`src/rtl/hilo_pkg.sv`:
```
// Shared op-code values, FSM state encoding and unit select for the HI/LO issue stage.
package hilo_pkg;

    typedef logic [2:0] op_t;

    localparam op_t OP_NOP  = 3'd0;
    localparam op_t OP_MULT = 3'd1;
    localparam op_t OP_DIV  = 3'd2;
    localparam op_t OP_MTHI = 3'd3;
    localparam op_t OP_MTLO = 3'd4;
    localparam op_t OP_MFHI = 3'd5;
    localparam op_t OP_MFLO = 3'd6;

    typedef enum logic [1:0] {
        S_IDLE  = 2'd0,
        S_ISSUE = 2'd1,
        S_WAIT  = 2'd2,
        S_DONE  = 2'd3
    } state_e;

    typedef enum logic {
        SEL_MULT = 1'b0,
        SEL_DIV  = 1'b1
    } unit_sel_e;

    function automatic logic is_arith(input op_t code);
        return (code == OP_MULT) || (code == OP_DIV);
    endfunction

endpackage

```
`src/rtl/hilo_if.sv`:
```
// Pipeline-side op handshake and arithmetic-unit handshake bundles.
interface hilo_op_if;
    import hilo_pkg::*;

    logic        op_valid;
    op_t         op_code;
    logic [31:0] op_a;
    logic [31:0] op_b;
    logic        op_ready;
    logic        stall;
    logic        rd_valid;
    logic [31:0] rd_data;

    modport master (
        output op_valid, op_code, op_a, op_b,
        input  op_ready, stall, rd_valid, rd_data
    );

    modport slave (
        input  op_valid, op_code, op_a, op_b,
        output op_ready, stall, rd_valid, rd_data
    );
endinterface

interface hilo_unit_if;
    logic        mult_start;
    logic        div_start;
    logic [31:0] unit_a;
    logic [31:0] unit_b;
    logic        mult_end;
    logic [31:0] mult_hi;
    logic [31:0] mult_lo;
    logic        div_end;
    logic [31:0] div_hi;
    logic [31:0] div_lo;

    modport master (
        output mult_start, div_start, unit_a, unit_b,
        input  mult_end, mult_hi, mult_lo, div_end, div_hi, div_lo
    );

    modport slave (
        input  mult_start, div_start, unit_a, unit_b,
        output mult_end, mult_hi, mult_lo, div_end, div_hi, div_lo
    );
endinterface

```
`src/rtl/hilo_timer.sv`:
```
// Wait-state watchdog: counts cycles while enabled and flags the last allowed cycle.
module hilo_timer #(
    parameter int unsigned TIMEOUT_CYCLES = 64
) (
    input  logic clk_i,
    input  logic rst_i,
    input  logic clr_i,
    input  logic en_i,
    output logic expired_o
);

    localparam int unsigned     CNT_W    = $clog2(TIMEOUT_CYCLES);
    localparam logic [CNT_W-1:0] CNT_LAST = CNT_W'(TIMEOUT_CYCLES - 1);

    logic [CNT_W-1:0] cnt_q;
    logic [CNT_W-1:0] cnt_d;

    assign expired_o = (cnt_q == CNT_LAST);

    // Next count: clear wins, never wrap past the last value.
    always_comb begin
        cnt_d = cnt_q;
        if (clr_i) begin
            cnt_d = {CNT_W{1'b0}};
        end else if (en_i && !expired_o) begin
            cnt_d = cnt_q + CNT_W'(1);
        end else begin
            cnt_d = cnt_q;
        end
    end

    // Count register.
    always_ff @(posedge clk_i) begin
        if (rst_i) begin
            cnt_q <= {CNT_W{1'b0}};
        end else begin
            cnt_q <= cnt_d;
        end
    end

endmodule

```
`src/rtl/hilo_ctrl.sv`:
```
// HI/LO issue/writeback stage: sequences MULT/DIV through the external iterative units,
// services MT/MF moves and owns the architectural HI/LO registers.
module hilo_ctrl
    import hilo_pkg::*;
#(
    parameter int unsigned TIMEOUT_CYCLES = 64
) (
    input  logic        clk_i,
    input  logic        rst_i,
    hilo_op_if.slave    op_if,
    hilo_unit_if.master unit_if,
    output logic [31:0] hi_o,
    output logic [31:0] lo_o,
    output logic        done_o,
    output logic        timeout_err_o
);

    state_e      state_q,       state_d;
    unit_sel_e   sel_q,         sel_d;
    logic [31:0] unit_a_q,      unit_a_d;
    logic [31:0] unit_b_q,      unit_b_d;
    logic [31:0] hi_q,          hi_d;
    logic [31:0] lo_q,          lo_d;
    logic        rd_valid_q,    rd_valid_d;
    logic [31:0] rd_data_q,     rd_data_d;
    logic        done_q,        done_d;
    logic        mult_start_q,  mult_start_d;
    logic        div_start_q,   div_start_d;
    logic        timeout_err_q, timeout_err_d;

    logic        op_ready_s;
    logic        accept_s;
    logic        sel_end_s;
    logic [31:0] res_hi_s;
    logic [31:0] res_lo_s;
    logic        expired_s;

    assign op_ready_s = (state_q == S_IDLE);
    assign accept_s   = op_if.op_valid & op_ready_s;
    // Only the selected unit's end flag and results matter; the other unit may hold stale values.
    assign sel_end_s  = (sel_q == SEL_DIV) ? unit_if.div_end : unit_if.mult_end;
    assign res_hi_s   = (sel_q == SEL_DIV) ? unit_if.div_hi  : unit_if.mult_hi;
    assign res_lo_s   = (sel_q == SEL_DIV) ? unit_if.div_lo  : unit_if.mult_lo;

    hilo_timer #(
        .TIMEOUT_CYCLES (TIMEOUT_CYCLES)
    ) u_timer (
        .clk_i     (clk_i),
        .rst_i     (rst_i),
        .clr_i     (state_q == S_ISSUE),
        .en_i      ((state_q == S_WAIT) && !sel_end_s),
        .expired_o (expired_s)
    );

    // State register.
    always_ff @(posedge clk_i) begin
        if (rst_i) begin
            state_q <= S_IDLE;
        end else begin
            state_q <= state_d;
        end
    end

    // Next-state logic.
    always_comb begin
        state_d = state_q;
        case (state_q)
            S_IDLE: begin
                if (accept_s && is_arith(op_if.op_code)) begin
                    state_d = S_ISSUE;
                end else begin
                    state_d = S_IDLE;
                end
            end
            S_ISSUE: state_d = S_WAIT;
            S_WAIT: begin
                if (sel_end_s) begin
                    state_d = S_DONE;
                end else if (expired_s) begin
                    state_d = S_IDLE;
                end else begin
                    state_d = S_WAIT;
                end
            end
            S_DONE:  state_d = S_IDLE;
            default: state_d = S_IDLE;
        endcase
    end

    // Datapath and registered-output next values.
    always_comb begin
        sel_d         = sel_q;
        unit_a_d      = unit_a_q;
        unit_b_d      = unit_b_q;
        hi_d          = hi_q;
        lo_d          = lo_q;
        rd_valid_d    = 1'b0;
        rd_data_d     = rd_data_q;
        timeout_err_d = timeout_err_q;
        case (state_q)
            S_IDLE: begin
                if (accept_s) begin
                    case (op_if.op_code)
                        OP_MULT: begin
                            unit_a_d = op_if.op_a;
                            unit_b_d = op_if.op_b;
                            sel_d    = SEL_MULT;
                        end
                        OP_DIV: begin
                            unit_a_d = op_if.op_a;
                            unit_b_d = op_if.op_b;
                            sel_d    = SEL_DIV;
                        end
                        OP_MTHI: hi_d = op_if.op_a;
                        OP_MTLO: lo_d = op_if.op_a;
                        OP_MFHI: begin
                            rd_data_d  = hi_q;
                            rd_valid_d = 1'b1;
                        end
                        OP_MFLO: begin
                            rd_data_d  = lo_q;
                            rd_valid_d = 1'b1;
                        end
                        default: begin
                            rd_valid_d = 1'b0;
                        end
                    endcase
                end else begin
                    rd_valid_d = 1'b0;
                end
            end
            S_WAIT: begin
                if (!sel_end_s && expired_s) begin
                    timeout_err_d = 1'b1;
                end else begin
                    timeout_err_d = timeout_err_q;
                end
            end
            S_DONE: begin
                hi_d = res_hi_s;
                lo_d = res_lo_s;
            end
            default: begin
                rd_valid_d = 1'b0;
            end
        endcase
        // Starts and done are decoded from the upcoming state so they are flops aligned with it.
        mult_start_d = (state_d == S_ISSUE) && (sel_d == SEL_MULT);
        div_start_d  = (state_d == S_ISSUE) && (sel_d == SEL_DIV);
        done_d       = (state_d == S_DONE);
    end

    // Datapath and output registers.
    always_ff @(posedge clk_i) begin
        if (rst_i) begin
            sel_q         <= SEL_MULT;
            unit_a_q      <= 32'd0;
            unit_b_q      <= 32'd0;
            hi_q          <= 32'd0;
            lo_q          <= 32'd0;
            rd_valid_q    <= 1'b0;
            rd_data_q     <= 32'd0;
            done_q        <= 1'b0;
            mult_start_q  <= 1'b0;
            div_start_q   <= 1'b0;
            timeout_err_q <= 1'b0;
        end else begin
            sel_q         <= sel_d;
            unit_a_q      <= unit_a_d;
            unit_b_q      <= unit_b_d;
            hi_q          <= hi_d;
            lo_q          <= lo_d;
            rd_valid_q    <= rd_valid_d;
            rd_data_q     <= rd_data_d;
            done_q        <= done_d;
            mult_start_q  <= mult_start_d;
            div_start_q   <= div_start_d;
            timeout_err_q <= timeout_err_d;
        end
    end

    assign op_if.op_ready     = op_ready_s;
    assign op_if.stall        = op_if.op_valid & ~op_ready_s;
    assign op_if.rd_valid     = rd_valid_q;
    assign op_if.rd_data      = rd_data_q;
    assign unit_if.mult_start = mult_start_q;
    assign unit_if.div_start  = div_start_q;
    assign unit_if.unit_a     = unit_a_q;
    assign unit_if.unit_b     = unit_b_q;
    assign hi_o               = hi_q;
    assign lo_o               = lo_q;
    assign done_o             = done_q;
    assign timeout_err_o      = timeout_err_q;

endmodule
```
`src/flat_wrapper.sv`:
```
// flat-port wrapper written by rule: the top's interface ports become plain ports
module hilo_ctrl_flat import hilo_pkg::*;
#(
    parameter int unsigned TIMEOUT_CYCLES = 64
)
  (clk_i, rst_i, hi_o, lo_o, done_o, timeout_err_o, op_if_op_valid, op_if_op_code, op_if_op_a, op_if_op_b, op_if_op_ready, op_if_stall, op_if_rd_valid, op_if_rd_data, unit_if_mult_start, unit_if_div_start, unit_if_unit_a, unit_if_unit_b, unit_if_mult_end, unit_if_mult_hi, unit_if_mult_lo, unit_if_div_end, unit_if_div_hi, unit_if_div_lo);
  hilo_op_if op_if_i ();
  hilo_unit_if unit_if_i ();
  input  logic clk_i;
  input  logic rst_i;
  output logic [31:0] hi_o;
  output logic [31:0] lo_o;
  output logic done_o;
  output logic timeout_err_o;
  input wire logic [$bits(op_if_i.op_valid)-1:0] op_if_op_valid;
  input wire logic [$bits(op_if_i.op_code)-1:0] op_if_op_code;
  input wire logic [$bits(op_if_i.op_a)-1:0] op_if_op_a;
  input wire logic [$bits(op_if_i.op_b)-1:0] op_if_op_b;
  output wire logic [$bits(op_if_i.op_ready)-1:0] op_if_op_ready;
  output wire logic [$bits(op_if_i.stall)-1:0] op_if_stall;
  output wire logic [$bits(op_if_i.rd_valid)-1:0] op_if_rd_valid;
  output wire logic [$bits(op_if_i.rd_data)-1:0] op_if_rd_data;
  output wire logic [$bits(unit_if_i.mult_start)-1:0] unit_if_mult_start;
  output wire logic [$bits(unit_if_i.div_start)-1:0] unit_if_div_start;
  output wire logic [$bits(unit_if_i.unit_a)-1:0] unit_if_unit_a;
  output wire logic [$bits(unit_if_i.unit_b)-1:0] unit_if_unit_b;
  input wire logic [$bits(unit_if_i.mult_end)-1:0] unit_if_mult_end;
  input wire logic [$bits(unit_if_i.mult_hi)-1:0] unit_if_mult_hi;
  input wire logic [$bits(unit_if_i.mult_lo)-1:0] unit_if_mult_lo;
  input wire logic [$bits(unit_if_i.div_end)-1:0] unit_if_div_end;
  input wire logic [$bits(unit_if_i.div_hi)-1:0] unit_if_div_hi;
  input wire logic [$bits(unit_if_i.div_lo)-1:0] unit_if_div_lo;
  assign op_if_i.op_valid = op_if_op_valid;
  assign op_if_i.op_code = op_if_op_code;
  assign op_if_i.op_a = op_if_op_a;
  assign op_if_i.op_b = op_if_op_b;
  assign op_if_op_ready = op_if_i.op_ready;
  assign op_if_stall = op_if_i.stall;
  assign op_if_rd_valid = op_if_i.rd_valid;
  assign op_if_rd_data = op_if_i.rd_data;
  assign unit_if_mult_start = unit_if_i.mult_start;
  assign unit_if_div_start = unit_if_i.div_start;
  assign unit_if_unit_a = unit_if_i.unit_a;
  assign unit_if_unit_b = unit_if_i.unit_b;
  assign unit_if_i.mult_end = unit_if_mult_end;
  assign unit_if_i.mult_hi = unit_if_mult_hi;
  assign unit_if_i.mult_lo = unit_if_mult_lo;
  assign unit_if_i.div_end = unit_if_div_end;
  assign unit_if_i.div_hi = unit_if_div_hi;
  assign unit_if_i.div_lo = unit_if_div_lo;
  hilo_ctrl #(.TIMEOUT_CYCLES(TIMEOUT_CYCLES)) u_core (.clk_i(clk_i), .rst_i(rst_i), .op_if(op_if_i), .unit_if(unit_if_i), .hi_o(hi_o), .lo_o(lo_o), .done_o(done_o), .timeout_err_o(timeout_err_o));
endmodule
```
`config.mk`:
```
export PLATFORM = sky130hd
export DESIGN_NAME = hilo_ctrl_flat
export DESIGN_NICKNAME = d
export VERILOG_FILES = /design/src/rtl/hilo_pkg.sv /design/src/rtl/hilo_if.sv /design/src/rtl/hilo_timer.sv /design/src/rtl/hilo_ctrl.sv /design/src/flat_wrapper.sv
export SDC_FILE = /design/constraint.sdc
export NUM_CORES = 1
export LEC_CHECK = 0
export ABC_AREA = 1
export BUFFER_PORTS_ARGS = -buffer_cell sky130_fd_sc_hd__buf_2
export CAP_MARGIN = 30
export CORE_ASPECT_RATIO = 2
export CORE_MARGIN = 10
export CORE_UTILIZATION = 47
export CTS_BUF_LIST = sky130_fd_sc_hd__clkbuf_16
export DETAILED_ROUTE_END_ITERATION = 16
export PLACE_DENSITY = 0.8
export SYNTH_ARGS = -nofsm -noshare
export SYNTH_HDL_FRONTEND = slang
export SYNTH_SLANG_ARGS = --single-unit
```
`constraint.sdc`:
```
create_clock -name clk_i -period 1.7 [get_ports clk_i]
set_input_delay 0.085 -clock clk_i [delete_from_list [all_inputs] [get_ports clk_i]]
set_output_delay 0.085 -clock clk_i [all_outputs]
set_load 0.1 [all_outputs]
```
==> impl_results.html <==
<table>
<tr><th>Metric</th><th>Value</th></tr>
<tr><th colspan="2">Place</th></tr>
<tr><td>Inst Count DP</td><td>1745</td></tr>
<tr><td>Placed inst area</td><td>between 0.01 and 0.015 mm²</td></tr>
<tr><td>Final estimated routing congestion in global placement</td><td>between 0.9 and 1</td></tr>
<tr><td>Half-perimeter wire length after detailed placement</td><td>23.4 mm</td></tr>
<tr><td>Number of buffers added on ports</td><td>366</td></tr>
<tr><th colspan="2">Global route</th></tr>
<tr><td>Global-route congestion overflow total</td><td>0</td></tr>
<tr><td>Global-route track usage on met3</td><td>between 7 and 8%</td></tr>
<tr><td>Number of antenna violations at the first check in global routing</td><td>4</td></tr>
<tr><td>Layer with the highest usage</td><td>met2</td></tr>
<tr><td>Wire length of the first global-routing pass</td><td>about 50 mm</td></tr>
<tr><td>Maximum number of pins on one net before global-route repair</td><td>between 60 and 70</td></tr>
<tr><td>Vias in the first global route</td><td>roughly 9500</td></tr>
<tr><td>Global-route usage over all layers</td><td>26.5%</td></tr>
<tr><td>GR Util met1</td><td>26.8%</td></tr>
<tr><td>Global routing usage on met2</td><td>around half</td></tr>
<tr><th colspan="2">Yosys</th></tr>
<tr><td>Combinational family with the most area after synthesis</td><td>simple AND/OR/NAND/NOR gates</td></tr>
<tr><td>Fraction of registers with async set/reset</td><td>0%</td></tr>
<tr><td>Synthesized instance count</td><td>approximately 1200</td></tr>
<tr><td>Number of enable-type register cells in the synthesized netlist</td><td>0</td></tr>
<tr><td>Mux contribution to synthesized area</td><td>0%</td></tr>
<tr><td>Simple logic cell fraction of the synthesized area</td><td>between 20% and 30%</td></tr>
<tr><td>Leading area contributor after synthesis</td><td>sky130_fd_sc_hd__dfxtp_1</td></tr>
<tr><td>Number of storage elements in the synthesis netlist</td><td>174</td></tr>
<tr><td>Synth cell count leaders</td><td>sky130_fd_sc_hd__nor2_1 (275), sky130_fd_sc_hd__nand2_1 (261), sky130_fd_sc_hd__dfxtp_1 (174)</td></tr>
<tr><td>Synthesized-area fraction occupied by xor and xnor cells</td><td>less than 1%</td></tr>
<tr><td>Seq/Total Area, Yosys</td><td>approximately 43%</td></tr>
<tr><td>Count leader, synth</td><td>sky130_fd_sc_hd__nor2_1</td></tr>
<tr><td>Synth top area cells</td><td>sky130_fd_sc_hd__dfxtp_1 (43%), sky130_fd_sc_hd__nor2_1 (13%), sky130_fd_sc_hd__nand2_1 (12%)</td></tr>
<tr><td>Average cell area after synthesis</td><td>~6.6 µm²</td></tr>
<tr><td>Warnings from Yosys</td><td>0</td></tr>
<tr><td>Synthesized netlist net count</td><td>approximately 1400</td></tr>
<tr><td>Synth cell types</td><td>24</td></tr>
<tr><td>Share of synthesized cell area in full adder, half adder and majority cells</td><td>less than 1%</td></tr>
<tr><td>Compound-cell area share of the yosys netlist</td><td>17.5%</td></tr>
<tr><td>Combined area of all synthesized cells</td><td>~0.008 mm²</td></tr>
<tr><td>Top-area cell type share of the netlist area</td><td>a little over two fifths</td></tr>
<tr><td>Most used DFF post-synth</td><td>sky130_fd_sc_hd__dfxtp_1</td></tr>
<tr><th colspan="2">Drt</th></tr>
<tr><td>Remaining antenna violation count after routing</td><td>0</td></tr>
<tr><td>DR vias/cell</td><td>5.19</td></tr>
<tr><td>Post-DR wirelength/cell</td><td>between 15 and 20 µm</td></tr>
<tr><td>Initial DRC count</td><td>660</td></tr>
<tr><td>Count of TritonRoute iterations in the first routing pass</td><td>7</td></tr>
<tr><td>Routed wire length</td><td>approximately 32 mm</td></tr>
<tr><td>Total DRC errors in the routed layout</td><td>0</td></tr>
<tr><td>Total via count after detailed routing</td><td>9574</td></tr>
<tr><th colspan="2">Final layout</th></tr>
<tr><td>Final layout net count</td><td>1825</td></tr>
<tr><td>Fill cell count</td><td>between 1000 and 1500</td></tr>
<tr><td>Share of post-route cells with drive strength above 1</td><td>a little over a quarter</td></tr>
<tr><td>Non-Filler Instances</td><td>1844</td></tr>
<tr><td>Final std cell area, no fill</td><td>0.0113 mm²</td></tr>
<tr><td>Area added between synthesis and finish</td><td>40.4%</td></tr>
<tr><th colspan="2">Outcome</th></tr>
<tr><td>Run status</td><td>finished, final reports clean</td></tr>
<tr><th colspan="2">Power</th></tr>
<tr><td>Total power consumption of the routed design</td><td>~11 mW</td></tr>
<tr><td>Largest vdd supply drop</td><td>about 0.8 mV</td></tr>
<tr><td>Cell leakage power</td><td>roughly 5.8 nW</td></tr>
<tr><td>Internal Power</td><td>a little under 7 mW</td></tr>
<tr><td>Power share of the combinational group</td><td>between 20% and 30%</td></tr>
<tr><td>Clock network fraction of total power</td><td>approximately 34%</td></tr>
<tr><td>Power density of the placed cells</td><td>about 970 mW/mm²</td></tr>
<tr><td>Net switching share of the total power</td><td>between 30% and 40%</td></tr>
<tr><td>Sequential group share of total power</td><td>approximately two fifths</td></tr>
<tr><td>Switching power total</td><td>4.02 mW</td></tr>
<tr><th colspan="2">Setup path</th></tr>
<tr><td>Kind of critical path</td><td>register to primary output</td></tr>
<tr><td>Worst Reg2Reg Path Length in Cells</td><td>8</td></tr>
<tr><td>Cells traversed along the worst timing path</td><td>inv_1, ha_4, nor2_2, buf_4</td></tr>
<tr><td>First element of the critical path</td><td>u_core.state_q[1]</td></tr>
<tr><td>Startpoint class of the critical path</td><td>register</td></tr>
<tr><td>Worst R2R End</td><td>u_core.unit_if.unit_b[21]</td></tr>
<tr><td>Standard cell with the maximum stage delay on the critical path</td><td>sky130_fd_sc_hd__dfxtp_1</td></tr>
<tr><td>End of the critical path</td><td>op_if_stall</td></tr>
<tr><td>Type of destination of the critical path</td><td>primary output</td></tr>
<tr><td>Critical register-to-register path startpoint</td><td>u_core.state_q[1]</td></tr>
<tr><td>Crit-path max FO</td><td>8</td></tr>
<tr><td>Signal arrival time at the worst endpoint</td><td>around 1.6 ns</td></tr>
<tr><td>Flop2flop setup slack</td><td>about 0.11 ns</td></tr>
<tr><td>Worst path max stage delay</td><td>around 0.34 ns</td></tr>
<tr><td>Required time at the endpoint of the critical path</td><td>around 1.6 ns</td></tr>
<tr><th colspan="2">Clock tree</th></tr>
<tr><td>Clk pin slew, worst setup/hold paths</td><td>roughly 0.07 ns</td></tr>
<tr><td>Maximum clock insertion buffer count</td><td>2</td></tr>
<tr><td>Root Driver</td><td>sky130_fd_sc_hd__clkbuf_16</td></tr>
<tr><td>Clock Sink Count</td><td>about 170</td></tr>
<tr><td>Number of H-tree branching levels</td><td>4</td></tr>
<tr><td>Clock tree from TritonCTS</td><td>done</td></tr>
<tr><td>Number of buffers created by CTS</td><td>17</td></tr>
<tr><td>Latest clock arrival within the worst-skew pair</td><td>roughly 0.43 ns</td></tr>
<tr><th colspan="2">Floorplan</th></tr>
<tr><td>Row Count</td><td>67</td></tr>
<tr><td>Core ar.</td><td>between 0.015 and 0.02 mm²</td></tr>
<tr><td>Number of I/O pins</td><td>around 370</td></tr>
<tr><td>Vertical die dimension</td><td>205 µm</td></tr>
<tr><td>Starting Density</td><td>47.9%</td></tr>
<tr><td>Width of the chip</td><td>around 110 µm</td></tr>
<tr><td>Area enclosed by the die boundary</td><td>around 0.023 mm²</td></tr>
<tr><th colspan="2">Timing</th></tr>
<tr><td>Final critical path time including I/O delays and setup</td><td>between 1.5 and 2 ns</td></tr>
<tr><td>Min Hold Slack</td><td>around 0.032 ns</td></tr>
<tr><td>Slew at the pin with the worst max-slew slack</td><td>0.546 ns</td></tr>
<tr><td>Max Clock Skew</td><td>0.0116 ns</td></tr>
<tr><td>Number of failing hold endpoints at the final stage</td><td>0</td></tr>
<tr><td>Number of failing setup endpoints in the final timing report</td><td>0</td></tr>
<tr><td>Max-slew violation count</td><td>0</td></tr>
<tr><td>Highest clock rate</td><td>603 MHz</td></tr>
<tr><td>Worst slew margin relative to its limit</td><td>a little under two thirds</td></tr>
<tr><td>Share of the clock period used by the worst path after layout</td><td>a little over nine tenths</td></tr>
<tr><th colspan="2">Run</th></tr>
<tr><td>Max-cap check violation count</td><td>0</td></tr>
<tr><th colspan="2">Hold path</th></tr>
<tr><td>Worst min-delay path class</td><td>primary input to register</td></tr>
</table>
-- state kept, by name, summed over array words and instances (netlist names) --
register and cells:
u_core.done_o 1, u_core.hi_o 32, u_core.lo_o 32, u_core.op_if.rd_data 32, u_core.op_if.rd_valid 1, u_core.sel_q 1
u_core.state_q 2, u_core.timeout_err_o 1, u_core.u_timer.cnt_q 6, u_core.unit_if.div_start 1, u_core.unit_if.mult_start 1, u_core.unit_if.unit_a 32
u_core.unit_if.unit_b 32
-- repair_timing --
action,in CTS,in global routing
hold buffers,63,0
endpoints found under the setup margin,1,5
resized for setup,1,2
hold endpoints to repair,63,0
setup buffers,0,0
-- placed cells by master, fill, tap and decap left out, types with 2 or more instances in the layout --
master / count
sky130_fd_sc_hd__a21oi_1: 69
sky130_fd_sc_hd__buf_12: 10
sky130_fd_sc_hd__buf_2: 365
sky130_fd_sc_hd__buf_4: 18
sky130_fd_sc_hd__clkbuf_16: 17
sky130_fd_sc_hd__clkinv_1: 3
sky130_fd_sc_hd__clkinv_2: 4
sky130_fd_sc_hd__clkinv_4: 5
sky130_fd_sc_hd__clkinvlp_4: 2
sky130_fd_sc_hd__dfxtp_1: 173
sky130_fd_sc_hd__diode_2: 4
sky130_fd_sc_hd__dlygate4sd3_1: 63
sky130_fd_sc_hd__ha_1: 3
sky130_fd_sc_hd__ha_4: 2
sky130_fd_sc_hd__inv_1: 112
sky130_fd_sc_hd__inv_2: 2
sky130_fd_sc_hd__nand2_1: 261
sky130_fd_sc_hd__nand2_2: 3
sky130_fd_sc_hd__nand3_1: 41
sky130_fd_sc_hd__nor2_1: 273
sky130_fd_sc_hd__nor2_4: 2
sky130_fd_sc_hd__o21ai_0: 123
sky130_fd_sc_hd__o21ai_1: 7
sky130_fd_sc_hd__o22ai_1: 64
sky130_fd_sc_hd__xnor2_1: 2
-- worst min path at each step --
stage	startpoint	end	slack [ns]	cells past startpoint
2_1_floorplan	op_if_op_b[0]	u_core.unit_if.unit_b[0]	0.25	2
6_report	op_if_op_a[15]	u_core.unit_if.unit_a[15]	0.03	3
3_3_place_gp	op_if_op_b[6]	u_core.unit_if.unit_b[6]	0.33	3
3_5_place_dp	op_if_op_b[14]	u_core.unit_if.unit_b[14]	0.34	3
5_1_grt	op_if_op_a[15]	u_core.unit_if.unit_a[15]	0.01	3
4_1_cts	op_if_op_a[15]	u_core.unit_if.unit_a[15]	0.002	3
-- metrics by stage --
stage / worst slack (ns) / TNS, ns / utilization [%]
after CTS: 0.0245 / 0 / 67.2
after global routing: -0.00486 / -0.00486 / 67.3
after floorplan: 0.0251 / 0 / -
after global placement: 0.227 / 0 / 60.2
final: 0.0410 / 0 / 67.3
after detailed placement: 0.123 / 0 / 60.2
-- critical path, delay by kind of cell (launching register included) --
kind | cells | cell delay (ns)
adder cells (fa/ha/maj) | 1 | 0.20
AND/OR/NAND/NOR | 1 | 0.18
flip-flops | 1 | 0.34
buffers and inverters | 2 | 0.42
-- cell families (layout without fill, tap and decap cells) --
| kind of cell | count (synthesis) | after routing |
|---|---|---|
| adder cells (fa/ha/maj) | 5 | 5 |
| buffers and inverters | 199 | 604 |
| flip-flops | 174 | 174 |
| AO/OA/AOI/OAI | 265 | 265 |
| AND/OR/NAND/NOR | 583 | 583 |
| XOR/XNOR | 2 | 2 |
| other | 0 | 4 |
-- layout make-up --
type / instances / area, µm² / area share [%]
Multi-Input combinational cell: 855 / 3800 / 33.5
Sequential cell: 174 / 3480 / 30.7
Timing Repair Buffer: 456 / 2790 / 24.6
Inverter: 116 / 439 / 3.87
Clock buffer: 17 / 425 / 3.75
Tap cell: 207 / 259 / 2.29
Clock inverter: 15 / 124 / 1.09
Antenna cell: 4 / 10.0 / 0.0883
-- layer usage --
metal | share of wire, % | vias up
met2 | 53 | 454
met3 | 8.2 | 72
met1 | 35 | 4362
met4 | 4.0 | 2
li1 | - | 4684
met5 | 0.041 | -
-- power groups by stage --
stage	sequential [mW]	combinational, mW	clock [mW]
3_5_place_dp	4.47	2.76	0
2_1_floorplan	5.86	0.691	0
6_report	4.38	2.90	3.71
4_1_cts	4.38	2.88	3.77
5_1_grt	4.40	3.07	3.91
3_3_place_gp	4.46	2.74	0
(Power assumes the default switching activity.)
